<file path="config.mk">
export PLATFORM = sky130hd
export DESIGN_NAME = sfx_arbiter
export DESIGN_NICKNAME = d
export VERILOG_FILES = /design/src/rtl/sfx_arbiter.sv
export SDC_FILE = /design/constraint.sdc
export NUM_CORES = 1
export LEC_CHECK = 0
export CAP_MARGIN = 20
export CORE_ASPECT_RATIO = 0.8
export CORE_MARGIN = 2
export CORE_UTILIZATION = 40
export CTS_CLUSTER_SIZE = 20
export DETAILED_ROUTE_END_ITERATION = 10
export PLACE_DENSITY = 0.69
export RECOVER_POWER = 50
export SLEW_MARGIN = 0
export SYNTH_ARGS = -nofsm -noshare
export SYNTH_HDL_FRONTEND = slang
export SYNTH_SLANG_ARGS = --single-unit
</file>
<file path="constraint.sdc">
create_clock -name clk -period 2.26 [get_ports clk]
set_clock_uncertainty 0.05 [all_clocks]
set_input_delay 0.565 -clock clk [delete_from_list [all_inputs] [get_ports clk]]
set_output_delay 0.565 -clock clk [all_outputs]
set_load 0.01 [all_outputs]
</file>
<file path="src/rtl/sfx_arbiter.sv">
// Menu sound-effect scheduler: latches four effect requests, plays them one at a
// time by fixed priority with a silence gap, and drives the shared tone generator.
module sfx_arbiter #(
    parameter int TICK_DIV = 50000,
    parameter int GAP_MS   = 10,
    parameter int DUR0_MS  = 80,
    parameter int DUR1_MS  = 80,
    parameter int DUR2_MS  = 40,
    parameter int DUR3_MS  = 500,
    parameter int HP0      = 56818,
    parameter int HP1      = 28409,
    parameter int HP2      = 14205,
    parameter int HP3      = 113636
) (
    input  logic        clk,
    input  logic        rst,
    input  logic [3:0]  req,
    input  logic        gameplay_active,
    output logic        tone_en,
    output logic [16:0] tone_half_period,
    output logic [1:0]  tone_sel,
    output logic [3:0]  grant,
    output logic [3:0]  pending,
    output logic        busy
);

    typedef enum logic [1:0] {
        IDLE,
        PLAY,
        GAP
    } state_t;

    localparam logic [15:0] PRESC_LAST = 16'(TICK_DIV - 1);
    localparam logic [8:0]  GAP_LAST   = 9'(GAP_MS - 1);

    state_t      state;
    logic [3:0]  req_q;
    logic [15:0] prescaler;
    logic [8:0]  ms_cnt;

    logic [3:0]  edges;
    logic [3:0]  accepted;
    logic [3:0]  pend_upd;
    logic [3:0]  pend_next;
    logic        tick_wrap;
    logic        play_done;
    logic        gap_done;
    logic        preempt;
    logic        retrig;
    logic        to_gap;
    logic        to_idle;
    logic        start_play;
    logic [1:0]  start_idx;
    logic [1:0]  pick_idx;
    logic        pick_valid;

    function automatic logic [8:0] dur_last(input logic [1:0] idx);
        case (idx)
            2'd0:    dur_last = 9'(DUR0_MS - 1);
            2'd1:    dur_last = 9'(DUR1_MS - 1);
            2'd2:    dur_last = 9'(DUR2_MS - 1);
            default: dur_last = 9'(DUR3_MS - 1);
        endcase
    endfunction

    function automatic logic [16:0] half_period(input logic [1:0] idx);
        case (idx)
            2'd0:    half_period = 17'(HP0);
            2'd1:    half_period = 17'(HP1);
            2'd2:    half_period = 17'(HP2);
            default: half_period = 17'(HP3);
        endcase
    endfunction

    // New edges are merged into pending before arbitration so a request arriving
    // on an expiry cycle competes in that same decision.
    always_comb begin
        edges     = req & ~req_q;
        accepted  = gameplay_active ? (edges & 4'b1000) : edges;
        pend_upd  = (gameplay_active ? (pending & 4'b1000) : pending) | accepted;
        tick_wrap = (prescaler == PRESC_LAST);
        play_done = (state == PLAY) && tick_wrap && (ms_cnt == dur_last(tone_sel));
        gap_done  = (state == GAP) && tick_wrap && (ms_cnt == GAP_LAST);

        pick_valid = 1'b1;
        if (pend_upd[3])      pick_idx = 2'd3;
        else if (pend_upd[0]) pick_idx = 2'd0;
        else if (pend_upd[1]) pick_idx = 2'd1;
        else if (pend_upd[2]) pick_idx = 2'd2;
        else begin
            pick_idx   = 2'd0;
            pick_valid = 1'b0;
        end

        preempt    = (state != IDLE) && (tone_sel != 2'd3) && accepted[3];
        retrig     = !preempt && (state == PLAY) && accepted[tone_sel];
        to_gap     = 1'b0;
        to_idle    = 1'b0;
        start_play = 1'b0;
        start_idx  = 2'd0;
        pend_next  = pend_upd;

        if (preempt) begin
            start_play = 1'b1;
            start_idx  = 2'd3;
            pend_next  = pend_upd & 4'b0111;
        end else if (retrig) begin
            pend_next = pend_upd & ~(4'b0001 << tone_sel);
        end else if ((state == PLAY) && (play_done || (gameplay_active && tone_sel != 2'd3))) begin
            to_gap = 1'b1;
        end else if ((state == IDLE) || gap_done) begin
            if (pick_valid) begin
                start_play = 1'b1;
                start_idx  = pick_idx;
                pend_next  = pend_upd & ~(4'b0001 << pick_idx);
            end else begin
                to_idle = 1'b1;
            end
        end
    end

    // Every phase change and retrigger restarts both the ms prescaler and ms counter.
    always_ff @(posedge clk or posedge rst) begin
        if (rst) begin
            state            <= IDLE;
            req_q            <= 4'b0;
            prescaler        <= 16'd0;
            ms_cnt           <= 9'd0;
            pending          <= 4'b0;
            grant            <= 4'b0;
            tone_en          <= 1'b0;
            tone_half_period <= 17'd0;
            tone_sel         <= 2'd0;
            busy             <= 1'b0;
        end else begin
            req_q   <= req;
            pending <= pend_next;
            grant   <= 4'b0;
            if (start_play || retrig || to_gap || to_idle) begin
                prescaler <= 16'd0;
                ms_cnt    <= 9'd0;
            end else if (tick_wrap) begin
                prescaler <= 16'd0;
                ms_cnt    <= ms_cnt + 9'd1;
            end else begin
                prescaler <= prescaler + 16'd1;
            end

            if (start_play) begin
                state            <= PLAY;
                grant            <= 4'b0001 << start_idx;
                tone_en          <= 1'b1;
                busy             <= 1'b1;
                tone_sel         <= start_idx;
                tone_half_period <= half_period(start_idx);
            end else if (retrig) begin
                grant <= 4'b0001 << tone_sel;
            end else if (to_gap) begin
                state   <= GAP;
                tone_en <= 1'b0;
            end else if (to_idle) begin
                state            <= IDLE;
                tone_en          <= 1'b0;
                busy             <= 1'b0;
                tone_sel         <= 2'd0;
                tone_half_period <= 17'd0;
            end
        end
    end

endmodule

</file>
==> results.md, run 1 <==
- First-pass GRT wire length: 10200 microns
- Largest stage delay on the critical path: 0.43 ns
- Vias/cell: 5.18
- CTS Sinks: 52
- Routed len/inst: 14.4 microns
- H-tree levels: 2
- Placer congestion estimate: 0.891
- Clock-pin slew on the worst setup and hold paths: 0.10 ns
- Crit-path slowest cell: clkdlybuf4s50_1
- Worst hold path class: reg2reg
- Number of port buffers: 35
- Worst Path Required: 2.43 ns
- Xor/xnor share of the synthesized area: 7.15%
- Fin crit share: 96.4%
- Drt pass-1 iters: 4
- Sequential area share after synthesis: 46.2%
- R2R Setup Slk: 0.09 ns
- Cell Area, Synth: 2820 sq um
- Worst-Margin Slew: 0.742 ns
- Register Area: 1300 sq um
- DR iter-0 viols: 134
- GRT Residual Overflow: 0
- Met3 Use GR: 2.90%
- Core area: 6860 sq um
- Multi-input gate area: 1450 sq um
- Achievable Freq: 459 MHz
- Fin area: 3780 sq um
- Final net count: 358
- Startpoint Class: primary input
- Routed WL: 6220 microns
- Asr flop ratio synth: 100%
- Root buf cell: clkbuf_8
- Largest family of logic cells by synthesized area: simple AND/OR/NAND/NOR gates
- Final ANT Viol Nets: 0
- Vias after detailed routing: 2233
- I/O pins: 36
- Clock Tree Buf Depth: 2
- Maxcap violations: 0
- Post-synth top flop: dfrtp_1
- CP Capture Type: flop
- Vias in the first global route: 2124
- Ant. Diodes: 0
- Initial antenna violation count: 0
- Die width: 97.9 microns
- Compound-Gate Fraction of Synth Area: 12.8%
- Fill cells: 586
- Worst-path maximum fanout: 5
- GR Layer Usage met1: 22.4%
- Run status: complete, no violations
- Residual DRC count: 0
- Critical path type: in2reg
- Multiplexer area fraction after synthesis: 0.399%
- Clock Latency Late Sink: 0.31 ns
- Post-Syn Instances: 270
- Simple-gate share of the synthesized area: 24.5%
- Worst hold slack: 0.425 ns
- Slew margin rel.: 50.5%
- Gr busiest metal: met2
- Die area: 7740 sq um
- Fin crit period: 2.18 ns
- Nets in the synthesized netlist: 285
- P per Cell Area: 1050 nW/um^2
- Setup_tns: 0 ns
- Row count: 27
- CP Data Arrival Time: 2.34 ns
- Share of cells above drive strength 1: 26.5%
- VDD IR max: 0.372 mV
- Die H: 79.1 microns
- Synth Area in Adders: 3.55%
- Final setup viols: 0
- Final Hold Vio Count: 0
- GRT met2 Usage: 27.0%
- Yosys warnings: 0
- Placed cell area: 3540 sq um
- Largest net degree at the start of global routing: 20
- Synth cell types: 56
- RSZ-0062 raised after global routing: true
- CTS tree: built
- Max-slew violations: 0
- Cts bufs inserted: 5
- EDFF count, synth: 0
- Dpl cells: 419
- Non-filler cells, final: 431
- Starting Density: 41.1%
- Yosys reg bits: 52
- Mean Syn Cell Area: 10.4 sq um
- Leakage Power: 1.65 nW
- Gr usage total: 16.5%
- Post-DP HPWL: 4690 microns
- Area grow syn2layout: 34.1%
- CP Cell Sequence: clkdlybuf4s50_1, nor2b_2, o21ba_2, a21oi_1, o22a_1, inv_2, ha_4, o41ai_2
## cell type report
cell class | count | share of cell area [%]
inverter | 11 | 1.09
multi-input combinational | 191 | 38.3
timing repair buffer | 82 | 19.1
sequential | 52 | 34.4
clock inverter | 3 | 2.38
tap | 87 | 2.88
clock buffer | 5 | 1.82
## per-layer routing
layer,part of all wire [%],wire length [microns],vias up
met5,0,0,-
met4,1.5,93,0
met3,2.7,167,10
met2,47,2920,35
met1,49,3040,1104
li1,-,-,1084
## repair_timing
item	CTS	global route
gates resized for setup	1	18
setup endpoints to repair	1	26
hold buffers	0	0
buffers inserted	0	4
endpoints found under the hold margin	0	0
pin swaps	0	4
## sequential cells by signal, summed over array words and instances, names as in the netlist
signal,flops
req_q,4
pending,4
ms_cnt,9
tone_half_period,11
state,2
tone_sel,2
grant,4
prescaler,16
## worst max-delay path, delay by kind of cell
family / cells / cell delay, ns
AO/OA/AOI/OAI: 4 / 0.88
adder cells (fa/ha/maj): 1 / 0.18
buffers and inverters: 2 / 0.52
AND/OR/NAND/NOR: 1 / 0.18
## kinds of logic after synthesis
family / count (synthesis)
simple gates: 119
buf+inv: 27
flops: 52
xor+xnor: 23
mux: 1
compound gates: 40
fa+ha+maj: 8
## placed cells by master, fill, tap and decap left out, types with 4 or more instances in the layout
master and count:
xnor2_1 18, nor3_1 14, clkbuf_8 5, xor2_1 5, nand3_1 8, nor2_2 4, a21oi_1 6, buf_4 43
o31ai_2 6, inv_1 10, dlygate4sd3_1 9, nor2_1 36, nand2_1 19, clkdlybuf4s50_1 25, dfrtp_1 52
## cell usage after synthesis, types with 5 or more instances
| cell | instances | share of area [%] |
|---|---|---|
| nor3_1 | 14 | 2.5 |
| ha_1 | 8 | 3.6 |
| o31ai_2 | 6 | 2.7 |
| nor2_1 | 38 | 5.1 |
| inv_1 | 11 | 1.5 |
| nor2b_1 | 5 | 1.1 |
| xnor2_1 | 18 | 5.6 |
| a21oi_1 | 7 | 1.2 |
| dfrtp_1 | 52 | 46 |
| nand2_1 | 19 | 2.5 |
| nand3_1 | 8 | 1.4 |
| buf_4 | 8 | 2.1 |
| xor2_1 | 5 | 1.6 |
| buf_2 | 5 | 0.89 |
## stage by stage
stage | power (W) | util [%] | setup slack (ns)
floorplan | 0.00227 | - | 0.0248
global placement | 0.00301 | 51.7 | -0.270
detailed placement | 0.00305 | 51.7 | -0.317
CTS | 0.00393 | 54.0 | 0.00115
global route | 0.00418 | 55.1 | -0.0103
finish | 0.00396 | 55.1 | 0.0810
## where the power goes
part	switching (W)	internal (W)
logic	0.000918	0.000929
registers	0.000142	0.00111
clock network	0.000313	0.000553
## path summary, 6_finish.rpt
path,start,end,cells after the start
max,req[1],tone_half_period[14]$_DFFE_PP0P_,8
min,prescaler[0]$_DFF_PP0_,prescaler[0]$_DFF_PP0_,1
max reg2reg,ms_cnt[1]$_DFFE_PP0P_,tone_half_period[11]$_DFFE_PP0P_,9
min reg2reg,prescaler[0]$_DFF_PP0_,prescaler[0]$_DFF_PP0_,1
max in group asynchronous,rst,ms_cnt[6]$_DFFE_PP0P_,3
min in group asynchronous,rst,pending[2]$_DFF_PP0_,2
No activity file was read; power rests on OpenSTA's default activity.
==> run 2: changes to the inputs <==
--- a/config.mk
+++ b/config.mk
@@ -8,11 +8,11 @@
 export CAP_MARGIN = 20
 export CORE_ASPECT_RATIO = 0.8
 export CORE_MARGIN = 2
-export CORE_UTILIZATION = 40
+export CORE_UTILIZATION = 43
 export CTS_CLUSTER_SIZE = 20
 export DETAILED_ROUTE_END_ITERATION = 10
-export PLACE_DENSITY = 0.69
-export RECOVER_POWER = 50
+export PLACE_DENSITY = 0.73
+export RECOVER_POWER = 100
 export SLEW_MARGIN = 0
 export SYNTH_ARGS = -nofsm -noshare
 export SYNTH_HDL_FRONTEND = slang
==> run 2 against run 1 <==
Flip-flop and latch count unchanged. Combinational power decreased by 7%. Utilization increased by 2.0 points. Via count decreased by 1.1%. Hold slack gained 0.0072 ns. First-iteration DRC count is 3.0% higher. Non-clock buffer count fell by 6. Fmax decreased by 3.4%. Cell count shrank 2.1%. Die area shrank 6.7%. Register-to-register slack is essentially flat.
==> results.md, run 2 (synthesized netlist as in run 1, its figures left out) <==
- Most common cell after layout, fill and taps aside: dfrtp_1 (unchanged)
- Placer congestion estimate: 0.881 (was 0.891)
- Fin crit share: 99.8% (was 96.4%)
- Fill cells: 579 (was 586)
- Initial antenna violation count: 0 (unchanged)
- Non-filler cells, final: 422 (was 431)
- Clock Tree Buf Depth: 2 (unchanged)
- Setup Slack @ Placement: -0.330 ns (was -0.317 ns)
- Max-slew violations: 0 (unchanged)
- GRT Residual Overflow: 0 (unchanged)
- H-tree levels: 2 (unchanged)
- CP Capture Type: flop (unchanged)
- Die H: 76.4 microns (was 79.1 microns)
- Die area: 7220 sq um (was 7740 sq um)
- Die width: 94.5 microns (was 97.9 microns)
- Final ANT Viol Nets: 0 (unchanged)
- Fin area: 3640 sq um (was 3780 sq um)
- Clock-pin slew on the worst setup and hold paths: 0.11 ns (was 0.10 ns)
- Cts bufs inserted: 5 (unchanged)
- Vias after detailed routing: 2209 (was 2233)
- Share of cells above drive strength 1: 24.0% (was 26.5%)
- Startpoint Class: primary input (unchanged)
- Core area: 6380 sq um (was 6860 sq um)
- Final net count: 352 (was 358)
- Biggest register: prescaler (unchanged)
- I/O pins: 36 (unchanged)
- Dpl cells: 413 (was 419)
- Critical path type: in2reg (unchanged)
- Post-DP HPWL: 4390 microns (was 4690 microns)
- Routed len/inst: 14.3 microns (was 14.4 microns)
- Setup_tns: 0 ns (unchanged)
- VDD IR max: 0.394 mV (was 0.372 mV)
- Number of port buffers: 35 (unchanged)
- Run status: complete, no violations (unchanged)
- Root buf cell: clkbuf_8 (unchanged)
- Vias in the first global route: 2092 (was 2124)
- Total power: 0.00352 W (was 0.00396 W)
- Starting Density: 44.2% (was 41.1%)
- Leakage Power: 1.60 nW (was 1.65 nW)
- Achievable Freq: 443 MHz (was 459 MHz)
- Worst-path maximum fanout: 5 (unchanged)
- DR iter-0 viols: 138 (was 134)
- Fin worst setup slack: 0.00518 ns (was 0.0810 ns)
- Worst-Margin Slew: 0.674 ns (was 0.742 ns)
- Largest net degree at the start of global routing: 35 (was 20)
- Residual DRC count: 0 (unchanged)
- Vias/cell: 5.23 (was 5.18)
- Top flop regs: prescaler x16, tone_half_period x11, ms_cnt x9 (unchanged)
- Row count: 26 (was 27)
- Routed WL: 6030 microns (was 6220 microns)
- RSZ-0062 raised after global routing: true (unchanged)
- Maxcap violations: 0 (unchanged)
- P per Cell Area: 966 nW/um^2 (was 1050 nW/um^2)
- Ant. Diodes: 0 (unchanged)
- Area grow syn2layout: 29.3% (was 34.1%)
- Number of flip-flops in the largest register: 16 (unchanged)
- Final Hold Vio Count: 0 (unchanged)
- CTS Sinks: 52 (unchanged)
- Drt pass-1 iters: 4 (unchanged)
- Final setup viols: 0 (unchanged)
- First-pass GRT wire length: 10000 microns (was 10200 microns)
- Placed cell area: 3490 sq um (was 3540 sq um)
- Clock Latency Late Sink: 0.31 ns (about the same)
- Gr usage total: 17.4% (was 16.5%)
- Worst Path Required: 2.43 ns (about the same)
- Commonest cells after routing, fill and taps aside: dfrtp_1, nor2_1, buf_4 (was dfrtp_1, buf_4, nor2_1)
- CTS tree: built (unchanged)
- Worst hold path class: reg2reg (unchanged)
- CP Data Arrival Time: 2.43 ns (was 2.34 ns)
- Slew margin rel.: 55.0% (was 50.5%)
- Fin crit period: 2.25 ns (was 2.18 ns)
## run 2: routing by layer
layer / global-route usage [%] / share of wire, % / vias up
li1: - / - / 1082
met1: 24.5 / 48 / 1078
met2: 27.5 / 48 / 43
met3: 3.56 / 2.9 / 6
met4: 4.35 / 1.0 / 0
met5: 0 / 0 / -
## run 2: report_power, final
| group | leakage [nW] | internal (W) | total [W] | switching (W) |
|---|---|---|---|---|
| registers | 0.680 | 0.00111 | 0.00124 | 0.000131 |
| logic | 0.878 | 0.000835 | 0.00172 | 0.000885 |
| clock network | 0.0463 | 0.000228 | 0.000563 | 0.000335 |
## run 2: worst max-delay path: stages
cell and delay, ns:
clkdlybuf4s50_1 0.42, nor2b_2 0.20, o21ba_2 0.22, a21oi_2 0.16, o22a_1 0.22, inv_1 0.09
ha_2 0.23, o41ai_2 0.32
## run 2: path summary, 6_finish.rpt
path / start / endpoint / slack [ns] / cells past startpoint
worst max-delay path: req[1] / tone_half_period[14]$_DFFE_PP0P_ / 0.005 / 8
worst min-delay path: tone_half_period[15]$_DFFE_PP0P_ / tone_half_period[15]$_DFFE_PP0P_ / 0.43 / 2
worst max register to register: ms_cnt[1]$_DFFE_PP0P_ / tone_half_period[2]$_DFFE_PP0P_ / 0.08 / 10
worst min register to register: tone_half_period[15]$_DFFE_PP0P_ / tone_half_period[15]$_DFFE_PP0P_ / 0.43 / 2
max in group asynchronous: rst / state[0]$_DFFE_PP0P_ / 0.45 / 3
min in group asynchronous: rst / pending[1]$_DFF_PP0_ / 0.73 / 2
## run 2: layout make-up
cell class	count	area, sq um	area share [%]
Inverter	11	41.3	1.13
Timing Repair Buffer	76	674	18.5
Multi-Input combinational cell	191	1430	39.1
Clock inverter	3	27.5	0.755
Sequential cell	52	1300	35.7
Clock buffer	5	68.8	1.89
Tap cell	84	105	2.88
## run 2: through the flow
step	hold WS, ns	util [%]
after floorplan	0.394	-
after global placement	0.412	54.7
after detailed placement	0.413	54.7
after CTS	0.445	56.4
after global routing	0.470	57.2
final	0.432	57.2
## run 2: what timing repair did
action                     4_1_cts  5_1_grt
pin swaps                        0        3
gates cloned                     0        0
setup endpoints to repair        1       14
gates resized for setup          1       12
buffers inserted                 0        1
hold buffers                     0        0
==> run 3: changes to the inputs <==
--- a/config.mk
+++ b/config.mk
@@ -5,13 +5,13 @@
 export SDC_FILE = /design/constraint.sdc
 export NUM_CORES = 1
 export LEC_CHECK = 0
-export CAP_MARGIN = 20
+export CAP_MARGIN = 10
 export CORE_ASPECT_RATIO = 0.8
 export CORE_MARGIN = 2
 export CORE_UTILIZATION = 43
 export CTS_CLUSTER_SIZE = 20
 export DETAILED_ROUTE_END_ITERATION = 10
-export PLACE_DENSITY = 0.73
+export PLACE_DENSITY = 0.67
 export RECOVER_POWER = 100
 export SLEW_MARGIN = 0
 export SYNTH_ARGS = -nofsm -noshare
==> run 3 against run 2 <==
Combinational power grew 3%. Sequential power hardly changed. Worst setup slack better by 0.045 ns. Wire length rose by 2.0%. Critical path type unchanged. Largest cell class unchanged.
==> results.md, run 3 (synthesized netlist as in run 1, its figures left out) <==
- CTS tree: built (unchanged)
- Final setup viols: 0 (unchanged)
- Startpoint Class: primary input (unchanged)
- Gr usage total: 17.8% (was 17.4%)
- First-pass GRT wire length: 10300 microns (was 10000 microns)
- I/O pins: 36 (unchanged)
- Worst Path Required: 2.44 ns (was 2.43 ns)
- Fin area: 3670 sq um (was 3640 sq um)
- Fill cells: 579 (unchanged)
- Routed WL: 6150 microns (was 6030 microns)
- Largest net degree at the start of global routing: 53 (was 35)
- Die area: 7220 sq um (unchanged)
- P per Cell Area: 970 nW/um^2 (was 966 nW/um^2)
- Root buf cell: clkbuf_8 (unchanged)
- CP Cell Sequence: clkdlybuf4s50_1, nor2b_2, o21ba_2, a21oi_2, o22a_2, inv_1, ha_2, nor2_2, o41ai_2 (was clkdlybuf4s50_1, nor2b_2, o21ba_2, a21oi_2, o22a_1, inv_1, ha_2, o41ai_2)
- DR iter-0 viols: 128 (was 138)
- Number of port buffers: 35 (unchanged)
- Achievable Freq: 453 MHz (was 443 MHz)
- Final net count: 351 (was 352)
- H-tree levels: 2 (unchanged)
- Largest stage delay on the critical path: 0.48 ns (was 0.42 ns)
- Worst-Margin Slew: 1.27 ns (was 0.674 ns)
- Slew margin rel.: 15.2% (was 55.0%)
- CTS Sinks: 52 (unchanged)
- Leakage Power: 1.59 nW (was 1.60 nW)
- Final Hold Vio Count: 0 (unchanged)
- Number of flip-flops in the largest register: 16 (unchanged)
- Placed cell area: 3490 sq um (about the same)
- Die H: 76.4 microns (unchanged)
- Vias/cell: 5.14 (was 5.23)
- Crit-path slowest cell: clkdlybuf4s50_1 (unchanged)
- Drt pass-1 iters: 4 (unchanged)
- Run status: complete, no violations (unchanged)
- Cts bufs inserted: 5 (unchanged)
- Final ANT Viol Nets: 0 (unchanged)
- Core Util, Final: 57.5% (was 57.2%)
- Maxcap violations: 0 (unchanged)
- CP Data Arrival Time: 2.39 ns (was 2.43 ns)
- CP bufs+invs: 2 (unchanged)
- Max-slew violations: 0 (unchanged)
- Vias in the first global route: 2160 (was 2092)
- Residual DRC count: 0 (unchanged)
- Worst hold slack: 0.435 ns (was 0.432 ns)
- Clock Tree Buf Depth: 2 (unchanged)
- Area grow syn2layout: 30.1% (was 29.3%)
- Dpl cells: 410 (was 413)
- Die width: 94.5 microns (unchanged)
- Fin crit share: 97.8% (was 99.8%)
- Critical path type: in2reg (unchanged)
- Worst hold path class: reg2reg (unchanged)
- Routed len/inst: 14.6 microns (was 14.3 microns)
- Total power: 0.00356 W (was 0.00352 W)
- CP Capture Type: flop (unchanged)
- RSZ-0062 raised after global routing: true (unchanged)
- Ant. Diodes: 0 (unchanged)
- Worst-path maximum fanout: 3 (was 5)
- Starting Density: 44.2% (unchanged)
- Clock-pin slew on the worst setup and hold paths: 0.10 ns (was 0.11 ns)
- Biggest register: prescaler (unchanged)
- Cell class contributing the biggest share of worst-path delay: compound AO/OA/AOI/OAI gates (unchanged)
- Vias after detailed routing: 2166 (was 2209)
- Non-filler cells, final: 421 (was 422)
- Post-DP HPWL: 4410 microns (was 4390 microns)
- VDD IR max: 0.376 mV (was 0.394 mV)
- Commonest cells after routing, fill and taps aside: dfrtp_1, nor2_1, buf_4 (unchanged)
- Fin crit period: 2.21 ns (was 2.25 ns)
- Most common cell after layout, fill and taps aside: dfrtp_1 (unchanged)
- Initial antenna violation count: 0 (unchanged)
- Share of cells above drive strength 1: 25.2% (was 24.0%)
- Clock Latency Late Sink: 0.31 ns (about the same)
- Placer congestion estimate: 0.832 (was 0.881)
- GRT Residual Overflow: 0 (unchanged)
- Core area: 6380 sq um (unchanged)
- Row count: 26 (unchanged)
- Top flop regs: prescaler x16, tone_half_period x11, ms_cnt x9 (unchanged)
## run 3: cell type report
cell class                      instances  area, sq um  share of cell area [%]
Inverter                               11         41.3                    1.13
Multi-Input combinational cell        191         1440                    39.2
Clock inverter                          3         26.3                   0.716
Clock buffer                            5         68.8                    1.88
Tap cell                               84          105                    2.87
Sequential cell                        52         1300                    35.5
Timing Repair Buffer                   75          686                    18.7
## run 3: stage by stage
| stage | setup WS (ns) | setup TNS, ns |
|---|---|---|
| floorplan | 0.0248 | 0 |
| detailed placement | -0.308 | -8.33 |
| global placement | -0.240 | -7.31 |
| finish | 0.0503 | 0 |
| CTS | 0.00704 | 0 |
| global route | -0.0484 | -0.160 |
## run 3: power by group
group	switching (W)	internal, W
clock network	0.000327	0.000226
registers	0.000124	0.00111
logic	0.000917	0.000857
## run 3: worst reg2reg max path: stages (launching register included)
cell     delay (ns)
dfrtp_2        0.45
nor4b_4        0.39
nand4_4        0.16
o22a_1         0.22
o22a_2         0.24
inv_1          0.15
ha_2           0.24
nor2_2         0.05
o41ai_2        0.17
## run 3: path summary, 6_finish.rpt
check	depth (start not counted)	startpoint	slack, ns	endpoint
max	9	req[1]	0.05	tone_half_period[14]$_DFFE_PP0P_
min reg2reg	1	prescaler[0]$_DFF_PP0_	0.43	prescaler[0]$_DFF_PP0_
min	1	prescaler[0]$_DFF_PP0_	0.43	prescaler[0]$_DFF_PP0_
max reg2reg	8	prescaler[10]$_DFF_PP0_	0.07	tone_half_period[14]$_DFFE_PP0P_
max in group asynchronous	3	rst	0.39	prescaler[10]$_DFF_PP0_
min in group asynchronous	3	rst	0.92	req_q[1]$_DFF_PP0_
## run 3: metal layers
layer / global-route usage [%] / routed length, microns / up-vias
li1: - / - / 1076
met1: 24.7 / 2980 / 1043
met2: 29.1 / 2890 / 40
met4: 3.48 / 55 / 0
met3: 3.46 / 220 / 7
met5: 0 / 0 / -
## run 3: what timing repair did
| action | in CTS | in global routing |
|---|---|---|
| pin swaps | 1 | 4 |
| buffers inserted | 1 | 2 |
| setup endpoints to repair | 2 | 20 |
| hold buffers | 0 | 0 |
| gates resized for setup | 0 | 16 |
